===== config.mk =====
export PLATFORM = sky130hd
export DESIGN_NAME = fetch_unit_flat
export DESIGN_NICKNAME = d
export VERILOG_FILES = /design/src/rtl/fetch_unit_if.sv /design/src/rtl/fetch_unit.sv /design/src/flat_wrapper.sv
export SDC_FILE = /design/constraint.sdc
export NUM_CORES = 1
export LEC_CHECK = 0
export CORE_MARGIN = 4
export CORE_UTILIZATION = 49
export DETAILED_ROUTE_END_ITERATION = 7
export PLACE_DENSITY = 0.8
export SKIP_LAST_GASP = 1
export SLEW_MARGIN = 25
export SYNTH_ARGS = -nofsm -noshare
export SYNTH_HDL_FRONTEND = slang
export SYNTH_SLANG_ARGS = --single-unit

===== constraint.sdc =====
create_clock -name clk -period 2.9 [get_ports clk]
set_input_delay 0.58 -clock clk [delete_from_list [all_inputs] [get_ports clk]]
set_output_delay 0.58 -clock clk [all_outputs]
set_load 0.05 [all_outputs]

===== src/rtl/fetch_unit_if.sv =====
// Fetch unit interface: instruction-memory request/response, redirect
// inputs from execute, and the IF/ID entry handshake toward decode.
interface fetch_unit_if #(
   parameter int unsigned IMEM_ADDR_WIDTH = 11
);
   logic [IMEM_ADDR_WIDTH-1:0] o_imem_addr;
   logic                       o_imem_en;
   logic [31:0]                i_imem_rdata;
   logic                       i_redirect;
   logic [63:0]                i_redirect_pc;
   logic                       o_valid;
   logic                       i_ready;
   logic [31:0]                o_instr;
   logic [63:0]                o_pc;
   logic [63:0]                o_npc;
   logic                       o_exc_misaligned;

   // Fetch unit side.
   modport master (
      output o_imem_addr, o_imem_en, o_valid, o_instr, o_pc, o_npc, o_exc_misaligned,
      input  i_imem_rdata, i_redirect, i_redirect_pc, i_ready
   );

   // Memory / execute / decode side.
   modport slave (
      input  o_imem_addr, o_imem_en, o_valid, o_instr, o_pc, o_npc, o_exc_misaligned,
      output i_imem_rdata, i_redirect, i_redirect_pc, i_ready
   );
endinterface


===== src/rtl/fetch_unit.sv =====
// Instruction fetch stage: sequential PC generation, 1-cycle synchronous
// instruction memory, 1-entry skid buffer under decode back-pressure,
// redirect flush, and misaligned-target exception delivery.
module fetch_unit #(
   parameter int unsigned IMEM_ADDR_WIDTH = 11,
   parameter logic [63:0] RESET_PC        = 64'h0
) (
   input  logic clk,
   input  logic rst,
   fetch_unit_if.master bus
);

   typedef enum logic [1:0] {RUN, EXC, HALT} state_e;

   state_e      state_q, state_d;
   logic [63:0] fetch_pc_q, fetch_pc_d;
   logic        infl_v_q, infl_v_d;
   logic [63:0] infl_pc_q, infl_pc_d;
   logic        skid_v_q, skid_v_d;
   logic [63:0] skid_pc_q, skid_pc_d;
   logic [31:0] skid_instr_q, skid_instr_d;
   logic        out_v_q, out_v_d;
   logic [63:0] out_pc_q, out_pc_d;
   logic [63:0] out_npc_q, out_npc_d;
   logic [31:0] out_instr_q, out_instr_d;
   logic        out_exc_q, out_exc_d;
   logic        imem_en;
   logic        out_free;

   assign bus.o_imem_addr      = fetch_pc_q[IMEM_ADDR_WIDTH+1:2];
   assign bus.o_imem_en        = imem_en & ~rst;
   assign bus.o_valid          = out_v_q;
   assign bus.o_instr          = out_instr_q;
   assign bus.o_pc             = out_pc_q;
   assign bus.o_npc            = out_npc_q;
   assign bus.o_exc_misaligned = out_exc_q;

   // Next-state: FSM, redirect flush, response steering and fetch issue.
   always_comb begin
      state_d      = state_q;
      fetch_pc_d   = fetch_pc_q;
      infl_v_d     = infl_v_q;
      infl_pc_d    = infl_pc_q;
      skid_v_d     = skid_v_q;
      skid_pc_d    = skid_pc_q;
      skid_instr_d = skid_instr_q;
      out_v_d      = out_v_q;
      out_pc_d     = out_pc_q;
      out_npc_d    = out_npc_q;
      out_instr_d  = out_instr_q;
      out_exc_d    = out_exc_q;
      imem_en      = 1'b0;
      out_free     = ~out_v_q | bus.i_ready;

      if (bus.i_redirect) begin
         infl_v_d   = 1'b0;
         skid_v_d   = 1'b0;
         fetch_pc_d = bus.i_redirect_pc;
         if (bus.i_redirect_pc[1:0] != 2'b00) begin
            state_d     = EXC;
            out_v_d     = 1'b1;
            out_exc_d   = 1'b1;
            out_pc_d    = bus.i_redirect_pc;
            out_npc_d   = bus.i_redirect_pc + 64'd4;
            out_instr_d = 32'h0000_0013;
         end else begin
            state_d   = RUN;
            out_v_d   = 1'b0;
            out_exc_d = 1'b0;
         end
      end else begin
         case (state_q)
            RUN: begin
               // Skid entry is always older than any in-flight word, and the
               // two never coexist because issue is gated below.
               if (skid_v_q) begin
                  if (out_free) begin
                     out_v_d     = 1'b1;
                     out_exc_d   = 1'b0;
                     out_pc_d    = skid_pc_q;
                     out_npc_d   = skid_pc_q + 64'd4;
                     out_instr_d = skid_instr_q;
                     skid_v_d    = 1'b0;
                  end
               end else if (infl_v_q) begin
                  if (out_free) begin
                     out_v_d     = 1'b1;
                     out_exc_d   = 1'b0;
                     out_pc_d    = infl_pc_q;
                     out_npc_d   = infl_pc_q + 64'd4;
                     out_instr_d = bus.i_imem_rdata;
                  end else begin
                     skid_v_d     = 1'b1;
                     skid_pc_d    = infl_pc_q;
                     skid_instr_d = bus.i_imem_rdata;
                  end
               end else if (out_free) begin
                  out_v_d = 1'b0;
               end
               infl_v_d = 1'b0;
               // Issue only when the returning word is guaranteed a slot:
               // skid empty and not about to be filled by this cycle's response.
               if (!skid_v_q && !(infl_v_q && !out_free)) begin
                  imem_en    = 1'b1;
                  infl_v_d   = 1'b1;
                  infl_pc_d  = fetch_pc_q;
                  fetch_pc_d = fetch_pc_q + 64'd4;
               end
            end
            EXC: begin
               if (bus.i_ready) begin
                  out_v_d = 1'b0;
                  state_d = HALT;
               end
            end
            HALT: ;
            default: state_d = RUN;
         endcase
      end
   end

   // State register with synchronous reset.
   always_ff @(posedge clk) begin
      if (rst) begin
         state_q      <= RUN;
         fetch_pc_q   <= RESET_PC;
         infl_v_q     <= 1'b0;
         infl_pc_q    <= '0;
         skid_v_q     <= 1'b0;
         skid_pc_q    <= '0;
         skid_instr_q <= '0;
         out_v_q      <= 1'b0;
         out_pc_q     <= '0;
         out_npc_q    <= '0;
         out_instr_q  <= '0;
         out_exc_q    <= 1'b0;
      end else begin
         state_q      <= state_d;
         fetch_pc_q   <= fetch_pc_d;
         infl_v_q     <= infl_v_d;
         infl_pc_q    <= infl_pc_d;
         skid_v_q     <= skid_v_d;
         skid_pc_q    <= skid_pc_d;
         skid_instr_q <= skid_instr_d;
         out_v_q      <= out_v_d;
         out_pc_q     <= out_pc_d;
         out_npc_q    <= out_npc_d;
         out_instr_q  <= out_instr_d;
         out_exc_q    <= out_exc_d;
      end
   end

endmodule


===== src/flat_wrapper.sv =====
// flat-port wrapper written by rule: the top's interface ports become plain ports
module fetch_unit_flat 
#(
   parameter int unsigned IMEM_ADDR_WIDTH = 11,
   parameter logic [63:0] RESET_PC        = 64'h0
)
  (clk, rst, bus_o_imem_addr, bus_o_imem_en, bus_o_valid, bus_o_instr, bus_o_pc, bus_o_npc, bus_o_exc_misaligned, bus_i_imem_rdata, bus_i_redirect, bus_i_redirect_pc, bus_i_ready);
  fetch_unit_if #(.IMEM_ADDR_WIDTH(IMEM_ADDR_WIDTH)) bus_i ();
  input  logic clk;
  input  logic rst;
  output wire logic [$bits(bus_i.o_imem_addr)-1:0] bus_o_imem_addr;
  output wire logic [$bits(bus_i.o_imem_en)-1:0] bus_o_imem_en;
  output wire logic [$bits(bus_i.o_valid)-1:0] bus_o_valid;
  output wire logic [$bits(bus_i.o_instr)-1:0] bus_o_instr;
  output wire logic [$bits(bus_i.o_pc)-1:0] bus_o_pc;
  output wire logic [$bits(bus_i.o_npc)-1:0] bus_o_npc;
  output wire logic [$bits(bus_i.o_exc_misaligned)-1:0] bus_o_exc_misaligned;
  input wire logic [$bits(bus_i.i_imem_rdata)-1:0] bus_i_imem_rdata;
  input wire logic [$bits(bus_i.i_redirect)-1:0] bus_i_redirect;
  input wire logic [$bits(bus_i.i_redirect_pc)-1:0] bus_i_redirect_pc;
  input wire logic [$bits(bus_i.i_ready)-1:0] bus_i_ready;
  assign bus_o_imem_addr = bus_i.o_imem_addr;
  assign bus_o_imem_en = bus_i.o_imem_en;
  assign bus_o_valid = bus_i.o_valid;
  assign bus_o_instr = bus_i.o_instr;
  assign bus_o_pc = bus_i.o_pc;
  assign bus_o_npc = bus_i.o_npc;
  assign bus_o_exc_misaligned = bus_i.o_exc_misaligned;
  assign bus_i.i_imem_rdata = bus_i_imem_rdata;
  assign bus_i.i_redirect = bus_i_redirect;
  assign bus_i.i_redirect_pc = bus_i_redirect_pc;
  assign bus_i.i_ready = bus_i_ready;
  fetch_unit #(.IMEM_ADDR_WIDTH(IMEM_ADDR_WIDTH), .RESET_PC(RESET_PC)) u_core (.clk(clk), .rst(rst), .bus(bus_i));
endmodule

# Word-level counts from Yosys, hierarchy flattened
# Index checks and enable logic that the tools add are counted.
word_totals:
  reg_bits: 390
  inputBits: 100
  output_inout_bits: 174
  wordCells: 98
op_classes:
  eq_ne: 8
  n_bitwise: 7
  mux: 47
  n_addsub: 4
  n_reduce_logical: 20
op_table:
  columns: ["cell", "n"]
  rows:
  - ["two-way mux 64 bit", 17]
  - ["adder 64 x 3 -> 64 bit (second input constant)", 4]
  - ["two-way mux 32 bit", 7]
  - ["two-way mux 1 bit", 19]
  - ["AND reduction 5 bit", 2]
  - ["inequality test 3 bit (second input constant)", 3]
  - ["AND reduction 2 bit", 3]
  - ["AND reduction 3 bit", 2]
  - ["nonzero test 2 bit", 3]
  - ["nonzero test 3 bit", 2]
  - ["inequality test 5 x 2 -> 1 bit (second input constant)", 1]
  - ["NOT 1 bit", 5]
  - ["two-way mux 2 bit", 2]
  - ["inequality test 2 x 1 -> 1 bit (second input constant)", 2]
  - ["case mux 2 bit (2 select lines)", 1]
  - ["OR reduction 2 bit", 2]
  - ["zero test 1 bit", 3]
  - ["== test 2 x 1 -> 1 bit (second input constant)", 1]
  - ["== test 2 bit (second input constant)", 1]
  - ["logical AND 1 bit", 2]
  - ["zero test 2 bit", 1]
  - ["case mux 1 bit (2 select lines)", 1]
  - ["AND 1 bit", 1]
  - ["OR 1 bit", 1]

# Depth between registers and ports, before layout
# Gate-level depths: netlist (run 1).
depth:
  depth_word: 10
  ltp_mapped: 13
  ltp_nobuf: 10

# Least setup slack after synthesis (run 1)
# No wires, ideal clock.
synth_timing:
  path_type: "input port to output port"
  startpoint: "input bus_i_redirect"
  endpoint: "output bus_o_imem_en"
  required_time_ps: 2320
  slack_ps: -477
  path_buffers: 6
  path_stages: 7
  arrival_ps: 2797
  path_cell_list: "clkbuf_1 clkbuf_1 clkbuf_1 clkbuf_1 clkbuf_1 buf_1 nor3_1"
synth_via:
  elab_chain_cells: 2
synth_rtl:
  columns: ["item", "line", "source"]
  rows:
  - ["start, declared", "flat_wrapper.sv:19", "input wire logic [$bits(bus_i.i_redirect)-1:0] bus_i_redirect;"]
  - ["two-way mux 1 bit", "fetch_unit.sv:55", "if (bus.i_redirect) begin"]
  - ["AND 1 bit", "fetch_unit.sv:31", "assign bus.o_imem_en = imem_en & ~rst;"]
  - ["end, declared", "flat_wrapper.sv:12", "output wire logic [$bits(bus_i.o_imem_en)-1:0] bus_o_imem_en;"]
# No other way between the ends.

# Worst setup path after layout (run 1)
layout_timing:
  startpoint: "register u_core.skid_v_q"
  endpoint: "register u_core.out_npc_q[49] (netlist: u_core.bus.o_npc[49])"
layout_via:
  elab_chain_cells: 3
  elab_cells_between_ends: 6
  classes_between: "1 x eq/ne; 3 x mux; 2 x reduce/logical"
layout_rtl:
  columns: ["item", "line", "source"]
  rows:
  - ["start, declared", "fetch_unit.sv:19", "logic skid_v_q, skid_v_d;"]
  - ["start signal, assigned", "fetch_unit.sv:142", "skid_v_q <= skid_v_d;"]
  - ["two-way mux 64 bit", "fetch_unit.sv:76", "if (skid_v_q) begin"]
  - ["two-way mux 64 bit", "fetch_unit.sv:72", "case (state_q)"]
  - ["two-way mux 64 bit", "fetch_unit.sv:55", null]
  - ["end signal, assigned", "fetch_unit.sv:147", "out_npc_q <= out_npc_d;"]
  - ["end, declared", "fetch_unit.sv:24", "logic [63:0] out_npc_q, out_npc_d;"]
# Parallel ways exist; a longest one is shown, timed or not. The select of a mux whose other input is x is not followed.
# A chain may end at the register's enable or synchronous reset.

==> results of run 1 <==
## flip-flops by register name (all words and copies together) (netlist names)
register                     count
u_core.fetch_pc_q               64
u_core.infl_pc_q                64
u_core.bus.o_exc_misaligned      1
u_core.bus.o_instr              32
u_core.skid_v_q                  1
u_core.bus.o_pc                 62
u_core.bus.o_npc                64
u_core.skid_instr_q             32
u_core.infl_v_q                  1
u_core.skid_pc_q                64
u_core.state_q                   2
u_core.bus.o_valid               1
## cells by family after synthesis
| logic type | count (synthesis) |
|---|---|
| AOI/OAI and AO/OA | 473 |
| xor gates and xnor gates | 91 |
| adders and majority gates | 2 |
| buffers and inverters | 189 |
| DFF | 388 |
| muxes | 100 |
| and+or+nand+nor | 950 |
## power by group through the flow
| stage | clock [mW] | combinational [mW] | sequential [mW] |
|---|---|---|---|
| floorplan | 0 | 0.930 | 6.37 |
| global route | 5.38 | 2.58 | 5.84 |
| CTS | 5.16 | 2.42 | 5.81 |
| detailed placement | 0 | 2.41 | 5.92 |
| global placement | 0 | 2.37 | 5.91 |
| finish | 5.10 | 2.44 | 5.81 |
## through the flow
step | hold WS, ns | setup slack (ns) | std cells | utilization [%] | setup TNS (ns)
final | 0.453 | 0.177 | 3061 | 66.3 | 0
after global routing | 0.474 | 0.0200 | 3061 | 66.3 | 0
after CTS | 0.449 | 0.00264 | 3055 | 66.2 | 0
after detailed placement | 0.446 | -0.288 | 2986 | 62.6 | -5.30
after global placement | 0.438 | -0.218 | 2986 | 62.6 | -2.55
after floorplan | 0.431 | 0.00570 | 2193 | - | 0
## area by class of cell
class	instances	area (um2)	area share [%]
sequential	388	7770	32.9
timing repair buffer	498	4670	19.8
inverter	28	108	0.455
clock inverter	5	32.5	0.138
tap	461	577	2.44
clock buffer	64	1250	5.31
antenna	1	2.50	0.0106
multi-input combinational	1616	9240	39.1
## Yosys cell counts, drive strengths merged, types with 34 or more instances
master,n,area [um2]
buf,46,287
a211oi,74,561
a21o,41,308
nand3,65,330
a21oi,254,1270
o21ai,34,170
dfxtp,388,7770
nor2b,58,363
nor4,37,378
xor2,34,298
clkbuf,115,432
nand4,37,259
nand2,431,1620
mux2i,88,881
nor2,206,773
nor3,65,330
xnor2,57,499
## final timing paths
path | slack (ns) | from | cells past startpoint | end
hold reg to reg | 0.45 | u_core.skid_pc_q[45] | 2 | u_core.skid_pc_q[45]
setup / recovery | 0.18 | u_core.skid_v_q | 10 | u_core.bus.o_npc[49]
setup reg to reg | 0.18 | u_core.skid_v_q | 10 | u_core.bus.o_npc[49]
hold / removal | 0.45 | u_core.skid_pc_q[45] | 2 | u_core.skid_pc_q[45]
## critical path, stage by stage (launching register included)
cell and delay, ns:
dfxtp_4 0.44, buf_4 0.23, mux2i_1 0.09, a21o_1 0.22, nor4_4 0.27, buf_4 0.21, nand4_1 0.28, nor4_4 0.30
buf_4 0.19, nand4_1 0.09, a311oi_1 0.29
## per-layer routing
layer  up-vias  track usage (%)  wire length (um)
met5         -                0                 0
met4         0             11.6              2670
met3       174             3.76              4590
met2       833             48.0             28000
met1      8338             37.2             23600
li1       8331                -                 -
## timing repair
| item | 4_1_cts | 5_1_grt |
|---|---|---|
| setup endpoints to repair | 0 | 23 |
| buffers inserted | 0 | 5 |
| resized for setup | 0 | 0 |
==> results.md, run 1 <==
* Total grt overflow at 0
* Vias in the first global route at 17,300
* Clock Skew at between 0.015 and 0.02 ns
* Simple-gate share of the synthesized area at 24.8%
* Post-Synthesis Cells at 2,193
* Slew HR at 58.2%
* Syn_nets at ~2,300
* Gate power share at 18.3%
* Worst slew pin tran at between 0.6 and 0.7 ns
* Initial antenna violation count at 1
* Via count at 17,700
* Syn Std Cell Area at approximately 18,000 um2
* Area grow syn2layout at 33.2%
* Crit path time final at 2.72 ns
* Critical Path RT at 3.34 ns
* Mean Syn Cell Area at 8.10 um2
* DIE AREA at roughly 39,000 um2
* Wire per inst at 19.2 um
* CTS sink cnt at 388
* Maximum vdd drop at 0.387 mV
* Int Pwr at about 9.5 mW
* Net Sw Frac at 29.1%
* Max-cap violations at 0
* Number of synthesized flops with an enable pin at 0
* Slew Limit Fails at 0
* Top Ports at roughly 270
* Hold Path Class: flop to flop
* Final Instance Area at 23,700 um2
* Most frequent cells in the layout: 430 x nand2_1, 387 x dfxtp_1, 270 x clkdlybuf4s50_1
* Register bit total from synthesis at about 390
* Commonest non-fill, non-tap cell in the layout: nand2_1
* Worst skew pair latency at around 0.54 ns
* Yosys warns at 0
* Routed wire length at 58.9 mm
* Hold-fix buffers at CTS at 0
* Power share of the clock group at 38.2%
* Fillers at 2,874
* Compound-Gate Fraction of Synth Area at 16.5%
* Clock-pin slew on the worst setup and hold paths at 0.06 ns
* Setup crit start kind: flop
* CTS Buffer Depth at 3
* Data arrival, critical path at around 3.2 ns
* Root Buffer: clkbuf_16
* P_sw at 3.89 mW
* Critical path class: flop to flop
* Largest net degree at the start of global routing at 90
* Die Y at 198 um
* Gpl congestion at 0.949
* Library cells used by synthesis at 60
* Placed Area at 22,300 um2
* Drt pass-1 iters at 5
* Post-synth ARST share at 0%
* # port buffers at 273
* Global-route usage over all layers at between 20% and 30%
* Cell Pwr Density at 565 nW/um2
* Pwr Total at 13.4 mW
* Nets at approximately 2,700
* Fmax achieved at 367 MHz
* DR vias/cell at 5.77
* Status: finished, final reports clean
* Die W at approximately 200 um
* Final setup viols at 0
* Post-synthesis mux area share at 5.72%
* TritonCTS clock tree: yes
* Detailed-placement wirelength estimate at 42.0 mm
* Max H-tree Level at 2
* Layout cell share with drive strength beyond 1 at 13.0%
* RSZ-0062 raised after global routing: false
* Initial Util at 49.8%
* DRC at 0
* Primary FF master, synth: dfxtp_1
* Largest family of logic cells by synthesized area: simple AND/OR/NAND/NOR gates
* Xor and xnor area share after synthesis at 4.49%
* First-pass GRT wire length at between 90 and 100 mm
* Lkg Pwr at roughly 8.5 nW
* Core box area at 35,700 um2
* Adder-Cell Fraction of Synth Area at less than 1%
* Period Utilization, post-route at 93.9%
* Seq pwr share at a little over two fifths
* Sequential area share after synthesis at 43.7%
* ANT nets after route at 0
* CTS Buf Count at 42
* Crit end category: flop
* Final hold vios at 0
* Initial DRC Count at approximately 1,600
* Number of placement rows at 69
* Crit-path max FO at 7
No activity file was read; power rests on OpenSTA's default activity.
==> run 2, diff against run 1 <==
--- a/config.mk
+++ b/config.mk
@@ -6,9 +6,10 @@
 export NUM_CORES = 1
 export LEC_CHECK = 0
 export CORE_MARGIN = 4
-export CORE_UTILIZATION = 49
+export CORE_UTILIZATION = 51
+export CTS_BUF_LIST = sky130_fd_sc_hd__clkbuf_4 sky130_fd_sc_hd__clkbuf_8
 export DETAILED_ROUTE_END_ITERATION = 7
-export PLACE_DENSITY = 0.8
+export PLACE_DENSITY = 0.82
 export SKIP_LAST_GASP = 1
 export SLEW_MARGIN = 25
 export SYNTH_ARGS = -nofsm -noshare
==> run 2 against run 1 <==
Clock power rose by 3%. Core utilization rose by 2.4 points. Register-to-register slack improved by 0.02 ns. Critical path depth fell by 3. Flip-flop and latch count did not move. Sequential power barely moved. Count of clock-buffer cells in the layout rose by 46. Wire length fell by 1.4%. Die area fell by 3.8%. Setup slack got worse by 0.031 ns. Via count rose by 0.25%. Non-clock buffer count fell by 14.
==> results.md, run 2 (same netlist as run 1, synthesis figures left out) <==
* Gpl congestion at 0.930 (-2.0%)
* Worst skew pair latency at 0.61 ns (+0.07 ns)
* Hold-fix buffers at CTS at 0 (unchanged)
* Number of placement rows at 68 (-1.4%)
* Most frequent cells in the layout: 430 x nand2_1, 387 x dfxtp_1, 270 x clkdlybuf4s50_1
* Highest Signal Layer: met4
* Worst-case reg-to-reg path depth at 10 (unchanged)
* Crit. Startpoint: u_core.skid_v_q
* ANT nets after route at 0 (unchanged)
* TritonCTS clock tree: yes
* CTS Buf Count at 66 (+57%)
* Critical path class: flop to output pin
* First-pass GRT wire length at 91.3 mm (about the same)
* Hold Path Sink: u_core.bus.o_pc[55]
* Status: finished, final reports clean
* Final WS setup at 0.146 ns (-0.0310 ns)
* Setup crit start kind: flop
* CTS Buffer Depth at 3 (unchanged)
* Slew HR at 45.9% (-12 points)
* Hold Path Class: input port to flop
* Fmax achieved at 363 MHz (-1.1%)
* Fillers at 2,713 (-5.6%)
* Clock-pin slew on the worst setup and hold paths at 0.06 ns (about the same)
* Hold_sp: rst
* Layout cell share with drive strength beyond 1 at 14.5% (+1.5 points)
* Hold Path Cell Cnt at 2 (unchanged)
* RSZ-0062 raised after global routing: false
* WL met1 at 23.1 mm (-2.0%)
* Worst slew pin tran at 0.812 ns (+0.185 ns)
* # port buffers at 273 (unchanged)
* Crit end category: output pin
* Final hold vios at 0 (unchanged)
* P_sw at 3.95 mW (+1.5%)
* Data arrival, critical path at 2.17 ns (-0.99 ns)
* Net Sw Frac at 29.3% (+0.20 points)
* Initial DRC Count at 1,583 (+1.5%)
* Die Y at 195 um (-1.9%)
* Root Buffer: clkbuf_8
* Largest net degree at the start of global routing at 165 (+83%)
* Commonest non-fill, non-tap cell in the layout: nand2_1
* Top Ports at 274 (unchanged)
* Maximum vdd drop at 0.337 mV (-13%)
* CTS sink cnt at 388 (unchanged)
* Crit path time final at 2.75 ns (+0.0310 ns)
* Power share of the clock group at 38.8% (+0.6 points)
* WHS at 0.438 ns (-0.0151 ns)
* DR vias/cell at 5.74 (-0.56%)
* Slew Limit Fails at 0 (unchanged)
* Reg2Reg Setup Slack at 0.20 ns (+0.02 ns)
* Initial antenna violation count at 1 (unchanged)
* Crit-path max FO at 26 (+19)
* Int Pwr at 9.52 mW (+0.53%)
* Clock Skew at 0.0359 ns (+0.0162 ns)
* Seq pwr share at 43.2% (-0.3 points)
* Lkg Pwr at 8.54 nW (+0.65%)
* Period Utilization, post-route at 94.9% (+1.1 points)
* Wire per inst at 18.8 um (-2.2%)
* Area grow syn2layout at 33.4%
* Max H-tree Level at 3 (+1)
* Detailed-placement wirelength estimate at 40.5 mm (-3.7%)
* Global-route usage over all layers at 29.2% (+0.74 points)
* Pwr Total at 13.5 mW (+0.82%)
* Cell Pwr Density at 568 nW/um2 (+0.64%)
* Setup WS pre-CTS at -0.335 ns (-0.0475 ns)
* Vias in the first global route at 17,300 (+0.070%)
* Reg2reg start: u_core.skid_v_q
* Drt pass-1 iters at 5 (unchanged)
* Via count at 17,700 (+0.25%)
* Critical Path RT at 2.32 ns (-1.02 ns)
* Core box area at 34,500 um2 (-3.4%)
* Total grt overflow at 0 (unchanged)
* Utilization after layout at 68.8% (+2.4 points)
* Die W at 195 um (-1.9%)
* Metal3 WL at 4.74 mm (+3.4%)
* Max-cap violations at 0 (unchanged)
* Nets at 2,686 (+0.37%)
* Final setup viols at 0 (unchanged)
* DIE AREA at 37,900 um2 (-3.8%)
* DR WL met2 at 27.3 mm (-2.6%)
* DRC at 0 (unchanged)
* RR Endpoint: u_core.bus.o_npc[47]
* Routed wire length at 58.1 mm (-1.4%)
* Initial Util at 51.5% (+1.7 points)
* Gate power share at 18.0% (-0.3 points)
## run 2: worst max path at each step
stage,slack (ns),cells after the start,endpoint
finish,0.15,7,bus_o_imem_en
global route,0.02,7,bus_o_imem_en
CTS,0.05,7,bus_o_imem_en
detailed placement,-0.34,12,u_core.bus.o_npc[22]
global placement,-0.24,12,u_core.bus.o_npc[22]
floorplan,0.006,7,bus_o_imem_en
## run 2: final cells by class
cell class	instances	area, um2	share of cell area, %
Tap cell	455	569	2.40
Inverter	28	108	0.454
Clock buffer	110	1400	5.89
Timing Repair Buffer	484	4570	19.3
Multi-Input combinational cell	1616	9260	39.1
Antenna cell	1	2.50	0.0106
Sequential cell	388	7770	32.8
Clock inverter	4	22.5	0.0950
## run 2: per-stage QoR
step | area (um2) | setup TNS (ns) | std cells
after floorplan | 17800 | 0 | 2193
after global placement | 22200 | -2.40 | 2967
after detailed placement | 22200 | -4.98 | 2967
after CTS | 23600 | 0 | 3081
after global routing | 23700 | 0 | 3086
final | 23700 | 0 | 3086
## run 2: timing repair
item	4_1_cts	5_1_grt
endpoints found under the setup margin	0	13
buffers inserted	0	4
resized for setup	0	4
## run 2: routing by layer
metal / GRT usage, % / vias up
met4: 14.7 / 0
met2: 48.2 / 810
met1: 36.6 / 8369
met5: 0 / -
li1: - / 8370
met3: 5.60 / 172
## run 2: power by group through the flow
| stage | Combinational [mW] | Sequential (mW) | Clock, mW |
|---|---|---|---|
| 2_1_floorplan | 0.930 | 6.37 | 0 |
| 3_3_place_gp | 2.35 | 5.91 | 0 |
| 3_5_place_dp | 2.39 | 5.92 | 0 |
| 4_1_cts | 2.40 | 5.81 | 5.29 |
| 5_1_grt | 2.57 | 5.84 | 5.52 |
| 6_report | 2.42 | 5.81 | 5.23 |
## run 2: critical path: stages, from the launching register on
cell and delay, ns:
dfxtp_4 0.40, buf_12 0.18, nor3_1 0.22, buf_4 0.18
nand2_1 0.07, buf_4 0.19, nor3_4 0.16, buf_12 0.17
